## config.mk

```make
export PLATFORM = sky130hd
export DESIGN_NAME = mem_axi_master
export DESIGN_NICKNAME = d
export VERILOG_FILES = /design/src/rtl/config.sv /design/src/rtl/cpu_axi_pkg.sv /design/src/rtl/mem_axi_master.sv
export SDC_FILE = /design/constraint.sdc
export NUM_CORES = 1
export LEC_CHECK = 0
export CORE_AREA = 2 2 203 205
export DETAILED_ROUTE_END_ITERATION = 8
export DIE_AREA = 0 0 205 207
export SLEW_MARGIN = 30
export SYNTH_ARGS = -nofsm -noshare
export SYNTH_HDL_FRONTEND = slang
export SYNTH_SLANG_ARGS = --single-unit
```

## constraint.sdc

```tcl
create_clock -name i_clk -period 6.6 [get_ports i_clk]
set_clock_uncertainty 0.1 [all_clocks]
set_input_delay 0.66 -clock i_clk [delete_from_list [all_inputs] [get_ports i_clk]]
set_output_delay 0.66 -clock i_clk [all_outputs]
set_load 0.005 [all_outputs]
```

## src/rtl/config.sv

```systemverilog
// Core-wide build configuration shared by the CPU memory subsystem.
package cpu_config;
   localparam int CPU_WIDTH = 64;
endpackage

```

## src/rtl/cpu_axi_pkg.sv

```systemverilog
// Shared AXI4 encodings and the memory-master FSM state type.
package cpu_axi_pkg;
   import cpu_config::*;

   localparam int STRB_W = CPU_WIDTH / 8;

   typedef enum logic [2:0] {
      IDLE,
      WR_REQ,
      WR_RESP,
      RD_REQ,
      RD_DATA,
      DONE
   } state_t;

   localparam logic [1:0] BURST_INCR  = 2'b01;

   localparam logic [1:0] RESP_OKAY   = 2'b00;
   localparam logic [1:0] RESP_EXOKAY = 2'b01;
   localparam logic [1:0] RESP_SLVERR = 2'b10;
   localparam logic [1:0] RESP_DECERR = 2'b11;

   localparam logic [1:0] SIZE_B = 2'b00;
   localparam logic [1:0] SIZE_H = 2'b01;
   localparam logic [1:0] SIZE_W = 2'b10;
   localparam logic [1:0] SIZE_D = 2'b11;
endpackage

```

## src/rtl/mem_axi_master.sv

```systemverilog
// Single-beat AXI4 master: turns one CPU load/store request at a time into
// an AR/R or AW/W/B exchange and returns aligned read data plus the response.
module mem_axi_master
   import cpu_config::*;
   import cpu_axi_pkg::*;
#(
   parameter logic [3:0] AXI_ID = 4'h1,
   parameter int         ADDR_W = 64
) (
   input  logic                 i_clk,
   input  logic                 i_rst,

   input  logic                 req_valid,
   output logic                 req_ready,
   input  logic                 req_wen,
   input  logic [ADDR_W-1:0]    req_addr,
   input  logic [1:0]           req_size,
   input  logic [CPU_WIDTH-1:0] req_wdata,
   input  logic [STRB_W-1:0]    req_wmask,
   output logic [CPU_WIDTH-1:0] rsp_rdata,
   output logic [1:0]           rsp_resp,

   output logic                 awvalid,
   input  logic                 awready,
   output logic [ADDR_W-1:0]    awaddr,
   output logic [3:0]           awid,
   output logic [7:0]           awlen,
   output logic [2:0]           awsize,
   output logic [1:0]           awburst,

   output logic                 wvalid,
   input  logic                 wready,
   output logic [CPU_WIDTH-1:0] wdata,
   output logic [STRB_W-1:0]    wstrb,
   output logic                 wlast,

   input  logic                 bvalid,
   output logic                 bready,
   input  logic [1:0]           bresp,

   output logic                 arvalid,
   input  logic                 arready,
   output logic [ADDR_W-1:0]    araddr,
   output logic [3:0]           arid,
   output logic [7:0]           arlen,
   output logic [2:0]           arsize,
   output logic [1:0]           arburst,

   input  logic                 rvalid,
   output logic                 rready,
   input  logic [CPU_WIDTH-1:0] rdata,
   input  logic [1:0]           rresp,
   input  logic                 rlast
);

   state_t                 state, state_nxt;
   logic [ADDR_W-1:0]      addr_q;
   logic [1:0]             size_q;
   logic [CPU_WIDTH-1:0]   wdata_q;
   logic [STRB_W-1:0]      wmask_q;
   logic                   aw_done, w_done;

   always_ff @(posedge i_clk or posedge i_rst) begin
      if (i_rst) state <= IDLE;
      else       state <= state_nxt;
   end

   // Valids and readies decode straight from state, so reset clears them in the same cycle.
   always_comb begin
      // NOTE: every output gets a default first so no path through the case infers a latch.
      state_nxt = state;
      awvalid   = 1'b0;
      wvalid    = 1'b0;
      bready    = 1'b0;
      arvalid   = 1'b0;
      rready    = 1'b0;
      req_ready = 1'b0;
      case (state)
         IDLE: begin
            if (req_valid) state_nxt = req_wen ? WR_REQ : RD_REQ;
         end
         WR_REQ: begin
            awvalid = !aw_done;
            wvalid  = !w_done;
            if ((aw_done || awready) && (w_done || wready)) state_nxt = WR_RESP;
         end
         WR_RESP: begin
            bready = 1'b1;
            if (bvalid) state_nxt = DONE;
         end
         RD_REQ: begin
            arvalid = 1'b1;
            if (arready) state_nxt = RD_DATA;
         end
         RD_DATA: begin
            rready = 1'b1;
            if (rvalid && rlast) state_nxt = DONE;
         end
         DONE: begin
            req_ready = 1'b1;
            state_nxt = IDLE;
         end
         default: state_nxt = IDLE;
      endcase
   end

   always_ff @(posedge i_clk or posedge i_rst) begin
      if (i_rst) begin
         addr_q    <= '0;
         size_q    <= '0;
         wdata_q   <= '0;
         wmask_q   <= '0;
         aw_done   <= 1'b0;
         w_done    <= 1'b0;
         rsp_rdata <= '0;
         rsp_resp  <= '0;
      end else begin
         case (state)
            IDLE: begin
               if (req_valid) begin
                  addr_q  <= req_addr;
                  size_q  <= req_size;
                  wdata_q <= req_wdata;
                  wmask_q <= req_wmask;
                  aw_done <= 1'b0;
                  w_done  <= 1'b0;
               end
            end
            WR_REQ: begin
               if (awvalid && awready) aw_done <= 1'b1;
               if (wvalid && wready)   w_done  <= 1'b1;
            end
            WR_RESP: begin
               if (bvalid) begin
                  rsp_resp  <= bresp;
                  rsp_rdata <= '0;
               end
            end
            RD_DATA: begin
               // Bring the addressed byte lane down to bit 0.
               if (rvalid && rlast) begin
                  rsp_resp  <= rresp;
                  rsp_rdata <= rdata >> {addr_q[2:0], 3'b000};
               end
            end
            default: ;
         endcase
      end
   end

   assign awid    = AXI_ID;
   assign arid    = AXI_ID;
   assign awlen   = 8'd0;
   assign arlen   = 8'd0;
   assign awburst = BURST_INCR;
   assign arburst = BURST_INCR;
   assign awsize  = {1'b0, size_q};
   assign arsize  = {1'b0, size_q};
   assign awaddr  = addr_q;
   assign araddr  = addr_q;
   assign wdata   = wdata_q;
   assign wstrb   = wmask_q;
   assign wlast   = 1'b1;

endmodule

```

==> metrics.md <==
| Metric | Value |
|---|---|
| Status | complete, no violations |
| Die ar. | 42400 µm² |
| Htree depth | 1 |
| Final HPWL DP | ~26000 µm |
| Post-CTS Setup Bufs | 0 |
| Setup-failing EPs final | 0 |
| Setup_tns | 0 ns |
| Wire length per cell | slightly below 20 µm |
| Seq/Total Area, Yosys | a little over 50% |
| Synthesis-to-layout area growth | 56.5% |
| IO Port Bufs | 491 |
| Sink Count | 209 |
| Initial antenna violation count | 2 |
| Layout cell share with drive strength beyond 1 | 18.5% |
| Gpl congestion | 0.824 |
| First DRT Iteration DRCs | roughly 350 |
| Leakage power total | around 6.4 nW |
| Min Tclk post-route | 3.31 ns |
| Tot GR Track Use | 15.6% |
| Register bit total from synthesis | 209 |
| DRT Wirelength | 34500 µm |
| Finished Core Util | around 40% |
| Met2 usage | 27.3% |
| Reg2reg path depth | 4 |
| Crit-path slowest cell | or3b_1 |
| Synth cell types | 40 |
| CP bufs+invs | 2 |
| Worst setup EP type | output port |
| Predominant post-synthesis flop cell | dfrtp_1 |
| Unrepaired setup endpoints after global routing | no |
| # diodes | 0 |
| Vias | between 7000 and 8000 |
| Max-slew headroom | 39.3% |
| Worst reg2reg path startpoint | araddr[0] |
| Final ANT Viol Nets | 0 |
| Number of synthesized flops with an enable pin | 0 |
| Setup Crit Path Kind | reg -> out |
| Reg2Reg Capture Point | rsp_rdata[30] |
| Die Ht | between 200 and 250 µm |
| Slew at the pin with the worst max-slew slack | 0.908 ns |
| Ports | 523 |
| Slowest stage delay, CP | 0.80 ns |
| Worst path depth | 3 |
| Finished Layout Cells | around 1800 |
| MaxCap Viol Count | 0 |
| Initial Util | 25.0% |
| Maximum clock rate | 0.302 GHz |
| CP Max Fanout | 18 |
| Mapped Area | roughly 10000 µm² |
| Most frequent cells in the layout | clkdlybuf4s50_1, dfrtp_1, mux2_2 |
| DRC violations left | 0 |
| WP data arrival | 2.55 ns |
| Die W | 205 µm |
| Crit path launch | state[1] |
| Tcrit/Tclk final | 50.1% |
| Vias in the first global route | between 8000 and 9000 |
| CTS root buffer | clkbuf_16 |
| GR Overflow Total | 0 |
| Max Root-Sink Buffers | 3 |
| Largest net degree at the start of global routing | 139 |
| Final hold violation count | 0 |
| Std-Cell Rows | 74 |
| Post-CTS sizing | 0 |
| Peak VDD IR | approximately 0.26 mV |
| CTS tree | yes |
| Mean area per synthesized cell | 12.5 µm² |
| HP Class | reg -> reg |
| Initial DRT Pass Iterations | 4 |
| Post-synthesis instance total | approximately 800 |
| Setup crit start kind | flop |
| Layer carrying the most global-route usage | met2 |
| Worst path cell trace | or3b_1 > inv_1 > clkdlybuf4s50_1 |
| Clk slew on worst S/H paths | 0.05 ns |
| Placed cell count | 1717 |
| Most common cell after layout, fill and taps aside | clkdlybuf4s50_1 |
| First-pass GRT wire length | 50800 µm |
| WP data required | 5.84 ns |
| CTS hold repair buffers | 0 |
| PD cells | 459 nW/µm² |
| Met1 GRT Util | 17.7% |
| Critical path destination | rready |
| YS warnings | 0 |
| Core area | about 40000 µm² |
| Post-layout net count | 1428 |
| Delay-heaviest family, CP | simple AND/OR/NAND/NOR gates |
| Fin. max-slew vios | 0 |
| Setup slack, reg-to-reg | a little over 4 ns |
| Worst skew pair latency | 0.52 ns |
| CTS Buf Count | 25 |
| Vias per cell | 4.50 |
| Met3 usage | 4.85% |
| Post-synth ARST share | 100% |
==> worst register-to-register path: stages (launching register included) <==
cell and delay [ns]:
dfrtp_4 0.52, buf_6 0.56, nor2b_1 0.88, a21oi_1 0.20, o221ai_1 0.20
==> logic make-up after synthesis <==
| kind of cell | synth area share (%) |
|---|---|
| buffers and inverters | 9.93 |
| AO/OA/AOI/OAI | 7.90 |
| multiplexers | 24.2 |
| AND/OR/NAND/NOR | 6.04 |
| flip-flops | 51.8 |
| other | 0.0744 |
==> metal layers <==
layer | share of wire (%) | vias to the layer above | routed length, µm
li1 | - | 3588 | -
met1 | 37 | 3915 | 12800
met2 | 50 | 355 | 17300
met3 | 9.5 | 67 | 3280
met4 | 3.3 | 4 | 1130
met5 | 0.067 | - | 23
==> layout make-up <==
| type | instances | area [µm²] |
|---|---|---|
| repair buffers | 500 | 5010 |
| inverters | 4 | 22.5 |
| clock inverters | 12 | 146 |
| well taps | 532 | 666 |
| flip-flops and latches | 209 | 5240 |
| multi-input cells | 472 | 3980 |
| clock buffers | 33 | 736 |
| fillers | 3960 | 24600 |
==> cell usage after synthesis, types with 2 or more instances <==
library cell	number	area (µm²)
a211oi_1	8	60.1
a21oi_1	29	145
a221o_1	14	140
a221o_2	2	22.5
a22o_1	8	70.1
buf_1	4	15.0
buf_2	21	105
buf_4	98	736
buf_6	3	33.8
clkbuf_1	26	97.6
conb_1	2	7.51
dfrtp_1	209	5230
inv_1	4	15.0
mux2_2	138	1550
mux2i_1	35	350
mux4_2	24	541
nand2_1	66	248
nand4b_1	2	17.5
nor2_1	33	124
nor2b_1	17	106
nor3_1	2	10.0
nor3b_1	2	15.0
o211ai_1	8	60.1
o21ai_0	13	65.1
o221ai_1	8	70.1
o22ai_1	2	12.5
o31ai_1	8	60.1
o41ai_1	8	70.1
or3_1	3	18.8
==> sequential cells by signal, summed over array words and instances, names as in the netlist <==
register,flops
rsp_rdata,64
wdata,64
rsp_resp,2
w_done,1
aw_done,1
wstrb,8
state,3
araddr,64
size_q,2
==> power breakdown <==
part | total, W | internal [W] | switching, W
Sequential | 0.00235 | 0.00187 | 0.000479
Combinational | 0.00344 | 0.00222 | 0.00122
Clock | 0.00146 | 0.000900 | 0.000557
Total | 0.00725 | 0.00500 | 0.00226
==> stage by stage <==
step           setup slack [ns]  instance area (µm²)  power (W)  hold WS (ns)
3_5_place_dp               3.67                14900    0.00588         0.370
2_1_floorplan             0.131                10200    0.00398         0.367
6_report                   3.29                15800    0.00725         0.377
5_1_grt                    3.17                15800    0.00770         0.414
4_1_cts                    3.24                15800    0.00739         0.383
3_3_place_gp               3.73                14900    0.00583         0.362
==> worst min path at each step <==
| stage | startpoint | to | slack (ns) | cells after the start |
|---|---|---|---|---|
| detailed placement | rsp_rdata[41] | rsp_rdata[41] | 0.37 | 2 |
| global route | rsp_rdata[62] | rsp_rdata[62] | 0.41 | 2 |
| finish | rsp_rdata[41] | rsp_rdata[41] | 0.38 | 2 |
| global placement | rsp_rdata[41] | rsp_rdata[41] | 0.36 | 2 |
| floorplan | rsp_rdata[40] | rsp_rdata[40] | 0.37 | 2 |
| CTS | rsp_rdata[41] | rsp_rdata[41] | 0.38 | 2 |
Note: power is estimated with default switching activity, not from simulation.
